[src/rtl/pc_sequencer.sv]
// Fetch PC sequencer: sequential advance, jump/branch/indirect redirects and an optional return stack.
// Define PC_SEQUENCER_RAS_EN to build the return-address stack; without it jal acts as jump and ret acts as jr.
module pc_sequencer #(
    parameter int                ADDR_W    = 32,
    parameter logic [ADDR_W-1:0] RESET_PC  = '0,
    parameter int                RAS_DEPTH = 4
) (
    input  logic              clk,
    input  logic              reset,
    input  logic              stall,
    input  logic              fetch_ready,
    output logic              fetch_valid,
    output logic [ADDR_W-1:0] pc,
    output logic [ADDR_W-1:0] pc_plus4,
    input  logic              jump,
    input  logic [25:0]       jump_field,
    input  logic              jal,
    input  logic              branch,
    input  logic [15:0]       branch_offset,
    input  logic              jr,
    input  logic [ADDR_W-1:0] jr_target,
    input  logic              ret,
    output logic              misalign,
    output logic              ras_underflow
);

    generate
        if (ADDR_W < 28 || ADDR_W > 32 || RAS_DEPTH < 2 || RAS_DEPTH > 16 || RESET_PC[1:0] != 2'b00) begin : g_bad_param
            $error("pc_sequencer: illegal parameter value");
        end
    endgenerate

    logic              advance;
    logic [ADDR_W-1:0] jump_target;
    logic [ADDR_W-1:0] branch_target;
    logic [ADDR_W-1:0] ind_raw;
    logic [ADDR_W-1:0] next_pc;
    logic [ADDR_W-1:0] ras_top;
    logic              ras_use;
    logic              uf_set;
    logic              mis_set;

    assign advance  = fetch_valid & fetch_ready & ~stall;
    assign pc_plus4 = pc + ADDR_W'(4);

    generate
        if (ADDR_W > 28) begin : g_jt_hi
            assign jump_target = {pc_plus4[ADDR_W-1:28], jump_field, 2'b00};
        end else begin : g_jt
            assign jump_target = {jump_field, 2'b00};
        end
    endgenerate

    assign branch_target = pc_plus4 + {{(ADDR_W-18){branch_offset[15]}}, branch_offset, 2'b00};

`ifdef PC_SEQUENCER_RAS_EN
    localparam int               IDX_W = $clog2(RAS_DEPTH);
    localparam logic [IDX_W-1:0] LAST  = IDX_W'(RAS_DEPTH - 1);

    logic [ADDR_W-1:0] ras_mem [RAS_DEPTH];
    logic [IDX_W-1:0]  sp;
    logic [IDX_W-1:0]  sp_dec;
    logic [7:0]        ras_cnt;
    logic              ras_empty;
    logic              push;
    logic              pop;

    // Call depth is tracked past capacity; returns beyond it reuse the wrapped slots.
    assign sp_dec    = (sp == '0) ? LAST : sp - IDX_W'(1);
    assign ras_empty = (ras_cnt == 8'd0);
    assign ras_top   = ras_mem[sp_dec];
    assign pop       = advance & ret;
    assign push      = advance & jal & ~ret;
    assign ras_use   = ret & ~ras_empty;
    assign uf_set    = pop & ras_empty;

    always_ff @(posedge clk or posedge reset) begin
        if (reset) begin
            sp      <= '0;
            ras_cnt <= 8'd0;
            for (int i = 0; i < RAS_DEPTH; i++) ras_mem[i] <= '0;
        end else if (pop) begin
            if (!ras_empty) begin
                sp      <= sp_dec;
                ras_cnt <= ras_cnt - 8'd1;
            end
        end else if (push) begin
            ras_mem[sp] <= pc_plus4;
            sp          <= (sp == LAST) ? '0 : sp + IDX_W'(1);
            if (ras_cnt != 8'hFF) ras_cnt <= ras_cnt + 8'd1;
        end
    end
`else
    assign ras_top = '0;
    assign ras_use = 1'b0;
    assign uf_set  = 1'b0;
`endif

    assign ind_raw = (ret & ras_use) ? ras_top : jr_target;
    assign mis_set = advance & (ret | jr) & (ind_raw[1:0] != 2'b00);

    always_comb begin
        next_pc = pc_plus4;
        if (ret | jr)        next_pc = {ind_raw[ADDR_W-1:2], 2'b00};
        else if (jump | jal) next_pc = jump_target;
        else if (branch)     next_pc = branch_target;
    end

    always_ff @(posedge clk or posedge reset) begin
        if (reset) begin
            pc            <= RESET_PC;
            fetch_valid   <= 1'b0;
            misalign      <= 1'b0;
            ras_underflow <= 1'b0;
        end else begin
            fetch_valid   <= 1'b1;
            ras_underflow <= uf_set;
            if (advance) pc <= next_pc;
            if (mis_set) misalign <= 1'b1;
        end
    end

endmodule
[config.mk]
export PLATFORM = sky130hd
export DESIGN_NAME = pc_sequencer
export DESIGN_NICKNAME = d
export VERILOG_FILES = /design/src/rtl/pc_sequencer.sv
export SDC_FILE = /design/constraint.sdc
export NUM_CORES = 1
export LEC_CHECK = 0
export BUFFER_PORTS_ARGS = -buffer_cell sky130_fd_sc_hd__buf_2
export CAP_MARGIN = 20
export CORE_MARGIN = 3
export CORE_UTILIZATION = 38
export CTS_BUF_LIST = sky130_fd_sc_hd__clkbuf_2 sky130_fd_sc_hd__clkbuf_4 sky130_fd_sc_hd__clkbuf_8
export DETAILED_ROUTE_END_ITERATION = 12
export GPL_TIMING_DRIVEN = 0
export MAX_ROUTING_LAYER = met4
export SYNTH_ARGS = -nofsm -noshare
export SYNTH_HDL_FRONTEND = slang
export SYNTH_SLANG_ARGS = --single-unit
[constraint.sdc]
create_clock -name clk -period 11.11 [get_ports clk]
set_clock_uncertainty 0.1 [all_clocks]
set_input_delay 2.222 -clock clk [delete_from_list [all_inputs] [get_ports clk]]
set_output_delay 2.222 -clock clk [all_outputs]
set_load 0.005 [all_outputs]
==> flow_metrics.py, run 1 <==
metrics = {
    "synthesis": {
        "ys_seq_elements": 32,
        "yosysSeqAreaShare": 0.189,
        "syn_inst": 555,
        "synth_ff_type": "dfrtp_1",
        "avgSynthCellArea_sq_um": 7.63,
        "synth-edff-count": 0,
        "async_flop_share": 1.00,
        "synth.cell_area_sq_mm": 0.00423,
        "synth-warning-count": 0,
        "synth_cell_types": 74,
    },
    "critical_path": {
        "slowest_delay_ps": 470,
        "critPathArrivalTime_ps": 2850,
        "endpoint_kind": "output pin",
        "crit_type": "reg2out",
        "critPathSlowestCell": "dfrtp_1",
        "critPathLaunch": "pc[2]",
        "crit_buf_inv": 1,
        "crit_family": "simple AND/OR/NAND/NOR gates",
        "cp-start-kind": "flip-flop",
        "worstReg2RegStart": "pc[2]",
        "required_ps": 8790,
        "crit_fanout": 6,
        "crit_chain": "ha_1 > and4_1 > nor2b_1 > nand2_1 > nor3_2 > nand3_1 > xnor2_1 > buf_2",
    },
    "clock_network": {
        "path_clk_slew_ps": 80,
        "clockBufferDepth": 2,
        "clock_latency_ps": 290,
        "post-cts-setup-buffers": 0,
        "holdBufCountCts": 0,
        "cts_resized": 0,
        "cts_num_sinks": 32,
        "cts_htree_levels": 2,
        "clockRootBuffer": "clkbuf_8",
        "cts_tree": "built",
        "cts_buffers": 5,
    },
    "grt": {
        "grt_pass1_vias": 4800,
        "grt_pass1_wl_mm": 26.0,
        "grt_max_degree": 23,
        "grt_use_total": 0.267,
        "busiest_layer": "met2",
        "grt-ovfl-total": 0,
        "grtUsageMet2": 0.422,
        "grt_util_met1": 0.362,
        "antenna_found_initial": 0,
        "grt.met3_usage": 0.0359,
    },
    "power": {
        "leakage_nw": 2.43,
        "combPwrFrac": 0.597,
        "clkPwrFrac": 0.163,
        "intPower_mw": 0.389,
        "p_sw_frac": 0.465,
        "peakVddDrop_mv": 0.0681,
        "power.switching_mw": 0.338,
        "pwr-share-seq": 0.239,
        "power_density_mw_per_mm2": 138,
    },
    "final_layout": {
        "drive_gt1_frac": 0.262,
        "final_nets": 830,
        "areaGrowthSynthToFinish_pct": 24.6,
        "instances_no_fill": 847,
        "diodes": 0,
        "seq_area_sq_um": 801,
        "layout_commonest_cell": "buf_2",
        "final_cell_mix": "buf_2 (144), nor2_1 (54), nand2_1 (50)",
        "nFillCells": 1090,
        "multi_input_comb_area_sq_mm": 0.00326,
    },
    "drt": {
        "routed_wirelength_mm": 16.6,
        "drtPass1Iterations": 5,
        "drc": 0,
        "vias_per_cell": 5.86,
        "drt.antenna.violating_nets": 0,
        "drtIter0Drc": 358,
        "via_count": 4963,
        "post_drt_wl_per_cell_um": 19.6,
    },
    "floorplan": {
        "die-area_sq_mm": 0.0124,
        "core_area_sq_mm": 0.0106,
        "die_h_um": 112,
        "start_util": 0.401,
        "io-pin-count": 150,
        "row_count": 37,
        "fp.dieW_um": 112,
    },
    "placed_design": {
        "io_buffers": 143,
        "place.detailed.hpwl_mm": 13.3,
        "dp.cells": 839,
        "gp_congestion": 0.959,
        "dp_slack_ps": 5830,
    },
    "timing": {
        "max_freq_ghz": 0.193,
        "setup_viol": 0,
        "setup_tns_ps": 0,
        "setup_slack_ps": 5940,
        "slew_headroom": 0.476,
        "finalHoldViolations": 0,
        "fin_crit_sh": 0.465,
        "rsz0062_at_grt": "no",
        "min_period_ps": 5170,
        "tightest_slew_ps": 786,
        "slew_viol_final": 0,
    },
    "worst_hold_path": {
        "hp-class": "reg2reg",
        "min_from": "misalign",
    },
    "run": {
        "cap_violations": 0,
    },
    "run_status": {
        "status": "complete, no violations",
    },
}
[layer usage]
layer	up-vias	part of all wire
met5	-	0
met4	0	0.021
met3	32	0.064
met2	229	0.47
met1	2327	0.45
li1	2375	-
[sequential cells by signal, summed over array words and instances (netlist names)]
name and cells:
misalign 1, pc 30, fetch_valid 1
[cells in the mapped netlist, drive strengths merged (4+ instances only)]
| master | n | share of area |
|---|---|---|
| nor2 | 54 | 0.048 |
| nand2 | 51 | 0.046 |
| a21oi | 50 | 0.060 |
| o21ai | 48 | 0.058 |
| ha | 36 | 0.11 |
| dfrtp | 32 | 0.19 |
| xnor2 | 29 | 0.062 |
| nand3 | 26 | 0.031 |
| xor2 | 21 | 0.043 |
| clkbuf | 20 | 0.018 |
| a211oi | 15 | 0.030 |
| nor3 | 13 | 0.018 |
| a21o | 12 | 0.022 |
| and3 | 11 | 0.016 |
| buf | 10 | 0.018 |
| nand4 | 10 | 0.016 |
| o211ai | 10 | 0.018 |
| a31oi | 8 | 0.013 |
| inv | 8 | 0.0071 |
| mux2i | 7 | 0.017 |
| o21bai | 7 | 0.014 |
| a221oi | 5 | 0.010 |
| and4 | 5 | 0.010 |
| o22ai | 5 | 0.0074 |
| or2 | 5 | 0.0074 |
| or3 | 5 | 0.0074 |
| and2 | 4 | 0.0062 |
| nor2b | 4 | 0.0059 |
| o31ai | 4 | 0.0071 |
[cell families (layout without fill, tap and decap cells)]
kind of cell / count (synthesis) / count (layout) / share of synthesized area
xor gates and xnor gates: 50 / 50 / 0.105
AOI/OAI and AO/OA: 193 / 193 / 0.304
and+or+nand+nor: 196 / 196 / 0.229
buffers and inverters: 38 / 190 / 0.0432
other: 2 / 6 / 0.00177
DFF: 32 / 32 / 0.189
adders and majority gates: 37 / 37 / 0.111
muxes: 7 / 7 / 0.0166
[stage by stage]
| step | total power [mW] | hold slack (ps) | utilization | cell area, sq um |
|---|---|---|---|---|
| floorplan | 0.452 | 368 | - | 4250 |
| global placement | 0.597 | 358 | 0.486 | 5130 |
| detailed placement | 0.601 | 392 | 0.489 | 5160 |
| CTS | 0.722 | 417 | 0.500 | 5270 |
| global route | 0.783 | 460 | 0.500 | 5270 |
| finish | 0.727 | 407 | 0.500 | 5270 |
[power groups by stage]
stage	logic (mW)	clock network (mW)	registers [mW]
global placement	0.423	0	0.175
floorplan	0.284	0	0.168
CTS	0.430	0.119	0.173
global route	0.479	0.125	0.179
detailed placement	0.426	0	0.175
finish	0.434	0.119	0.174
[path summary, 6_finish.rpt]
path	slack [ps]	end	cells after the start
setup / recovery	5940	pc_plus4[28]	8
hold / removal	410	misalign	1
setup reg to reg	6600	pc[31]	15
hold reg to reg	410	misalign	1
max in group asynchronous	8390	pc[11]	3
min in group asynchronous	1960	misalign	2
[layout make-up]
cell class / count / area share
buffer: 30 / 0.0290
clock buffer: 6 / 0.0145
clock inverter: 2 / 0.00664
inverter: 8 / 0.00570
multi-input combinational: 489 / 0.619
sequential: 32 / 0.152
tap: 136 / 0.0323
timing repair buffer: 144 / 0.141
(Power assumes the default switching activity.)
==> inputs of run 2 (changes only) <==
--- a/config.mk
+++ b/config.mk
@@ -5,6 +5,7 @@
 export SDC_FILE = /design/constraint.sdc
 export NUM_CORES = 1
 export LEC_CHECK = 0
+export ABC_AREA = 1
 export BUFFER_PORTS_ARGS = -buffer_cell sky130_fd_sc_hd__buf_2
 export CAP_MARGIN = 20
 export CORE_MARGIN = 3
==> constraint.sdc (replaced) <==
create_clock -name clk -period 4.78 [get_ports clk]
set_clock_uncertainty 0.1 [all_clocks]
set_input_delay 0.956 -clock clk [delete_from_list [all_inputs] [get_ports clk]]
set_output_delay 0.956 -clock clk [all_outputs]
set_load 0.005 [all_outputs]
==> run 2 against run 1 <==
Synthesized cell count rose by 77%. Sequential power is 130% higher. Critical path depth rose by 10. Sequential share of layout area decreased by 2.7 points. Synthesized area up 26%. Design area is 22% higher. Total power increased by 140%. Count of clock-buffer cells in the layout unchanged. Non-clock buffer count down 4. Global-route usage about the same. Cell count grew 55%. Sequential cell count stayed put. Critical endpoint is now pc[20]. Largest cell class unchanged.
==> flow_metrics.py, run 2 <==
metrics = {
    "drt": {
        "drc": 0,
        "drtIter0Drc": 430,
        "drt.antenna.violating_nets": 0,
        "drtPass1Iterations": 6,
        "via_count": 6489,
        "vias_per_cell": 4.94,
        "post_drt_wl_per_cell_um": 15.8,
        "routed_wirelength_mm": 20.7,
    },
    "clock_network": {
        "cts_htree_levels": 2,
        "cts_tree": "built",
        "path_clk_slew_ps": 70,
        "cts_resized": 0,
        "clockBufferDepth": 2,
        "post-cts-setup-buffers": 0,
        "clock_latency_ps": 300,
        "holdBufCountCts": 0,
        "clockRootBuffer": "clkbuf_8",
        "cts_num_sinks": 32,
        "cts_buffers": 5,
    },
    "timing": {
        "tightest_slew_ps": 653,
        "min_period_ps": 3760,
        "finalHoldViolations": 0,
        "slew_headroom": 0.564,
        "slew_viol_final": 0,
        "setup_tns_ps": 0,
        "fin_crit_sh": 0.786,
        "setup_viol": 0,
        "max_freq_ghz": 0.266,
        "rsz0062_at_grt": "no",
    },
    "grt": {
        "grt_max_degree": 23,
        "grt-ovfl-total": 0,
        "grt_use_total": 0.267,
        "grt_pass1_wl_mm": 32.2,
        "antenna_found_initial": 0,
        "grt_pass1_vias": 6176,
    },
    "synthesis": {
        "synthTopCellsByCount": "nand2_1 (366), inv_1 (139), nor2_1 (117)",
        "synthMostInstantiatedCell": "nand2_1",
        "synth_cell_types": 35,
        "yosysSeqAreaShare": 0.150,
        "synth_area_leader_cell": "nand2_1",
        "synth-edff-count": 0,
        "synth-warning-count": 0,
        "async_flop_share": 1.00,
        "synth_ff_type": "dfrtp_1",
        "ys_seq_elements": 32,
        "synth_top_area_share": 0.258,
        "avgSynthCellArea_sq_um": 5.43,
        "synth.cell_area_sq_mm": 0.00533,
        "synthTopCellsByArea": "nand2_1 (26%), dfrtp_1 (15%), inv_1 (9.8%)",
        "syn_inst": 981,
    },
    "floorplan": {
        "io-pin-count": 150,
        "fp.dieW_um": 124,
        "core_area_sq_mm": 0.0135,
        "die-area_sq_mm": 0.0155,
        "row_count": 42,
        "start_util": 0.396,
        "die_h_um": 124,
    },
    "power": {
        "peakVddDrop_mv": 0.204,
        "totalPowerFinal_mw": 1.72,
        "power_density_mw_per_mm2": 269,
        "leakage_nw": 3.64,
    },
    "placed_design": {
        "place.detailed.hpwl_mm": 17.9,
        "io_buffers": 144,
        "dp.cells": 1306,
        "gp_congestion": 0.955,
    },
    "critical_path": {
        "required_ps": 4870,
        "endpoint_kind": "flip-flop",
        "crit_type": "reg2reg",
        "critPathSlowestCell": "dfrtp_1",
        "crit_fanout": 7,
        "cp-start-kind": "flip-flop",
        "cp_common_cell": "nand2_1",
        "critPathArrivalTime_ps": 3840,
        "crit_chain": "ha_1 > nand3_2 > inv_1 > nand2_1 > xor2_1 > ha_1 > nand2_1 > inv_1 > nand2_1 > nand2_1 > inv_1 > nand3_1 > nand2_1 > nand2_1 > xnor2_1 > o21bai_1 > nand2_1 > nand2_1",
        "slowest_delay_ps": 520,
        "crit_buf_inv": 3,
        "crit_family": "simple AND/OR/NAND/NOR gates",
    },
    "run": {
        "cap_violations": 0,
    },
    "final_layout": {
        "nFillCells": 1546,
        "drive_gt1_frac": 0.170,
        "top_regs": "pc x30, fetch_valid x1, misalign x1",
        "layout_commonest_cell": "nand2_1",
        "final_nets": 1257,
        "instances_no_fill": 1314,
        "final_cell_mix": "nand2_1 (366), buf_2 (144), inv_1 (139)",
        "largest_reg_flops": 30,
        "largest_register": "pc",
        "areaGrowthSynthToFinish_pct": 20.3,
        "diodes": 0,
    },
    "worst_hold_path": {
        "hp-class": "reg2reg",
    },
    "run_status": {
        "status": "complete, no violations",
    },
}
[run 2: path summary, 6_finish.rpt]
path	startpoint	end	slack, ps	depth (start not counted)
max in group asynchronous	reset	pc[20]	3420	3
hold reg to reg	misalign	misalign	380	1
hold / removal	misalign	misalign	380	1
min in group asynchronous	reset	pc[27]	640	2
setup reg to reg	pc[2]	pc[20]	1020	18
setup / recovery	pc[2]	pc[20]	1020	18
[run 2: report_power, final]
part	switching, mW	internal (mW)
Combinational	0.700	0.395
Sequential	0.0846	0.317
Clock	0.111	0.116
[run 2: cell families after synthesis]
kind of cell	Yosys count	synth area share
compound gates	120	0.121
buf+inv	167	0.121
flops	32	0.150
simple gates	597	0.474
xor+xnor	26	0.0441
fa+ha+maj	37	0.0883
other cells	2	0.00141
[run 2: cell type report]
| cell class | instances | area (sq um) | share of cell area |
|---|---|---|---|
| buffer | 25 | 113 | 0.0176 |
| clock buffer | 6 | 82.6 | 0.0129 |
| clock inverter | 2 | 15.0 | 0.00234 |
| inverter | 142 | 533 | 0.0831 |
| multi-input combinational | 786 | 3900 | 0.608 |
| sequential | 32 | 801 | 0.125 |
| tap | 176 | 220 | 0.0343 |
| timing repair buffer | 145 | 748 | 0.117 |
[run 2: routing by layer]
layer  share of wire  GRT usage
met5               0          -
met4           0.027     0.0754
met3           0.045     0.0150
met2            0.48      0.463
met1            0.44      0.338
[run 2: stage by stage]
stage | util | instance area, sq um | hold WS, ps | setup slack [ps]
6_report | 0.477 | 6410 | 377 | 1020
2_1_floorplan | - | 5350 | 368 | 1930
3_5_place_dp | 0.469 | 6310 | 369 | 1090
3_3_place_gp | 0.467 | 6290 | 361 | 1100
4_1_cts | 0.477 | 6410 | 384 | 1060
5_1_grt | 0.477 | 6410 | 423 | 644
[run 2: worst reg2reg max path, cell delays in order, from the launching register on]
cell	delay [ps]
dfrtp_1	520
ha_1	350
nand3_2	210
inv_1	160
nand2_1	140
xor2_1	470
ha_1	380
nand2_1	140
inv_1	50
nand2_1	60
nand2_1	70
inv_1	60
nand3_1	220
nand2_1	130
nand2_1	70
xnor2_1	260
o21bai_1	150
nand2_1	80
nand2_1	40
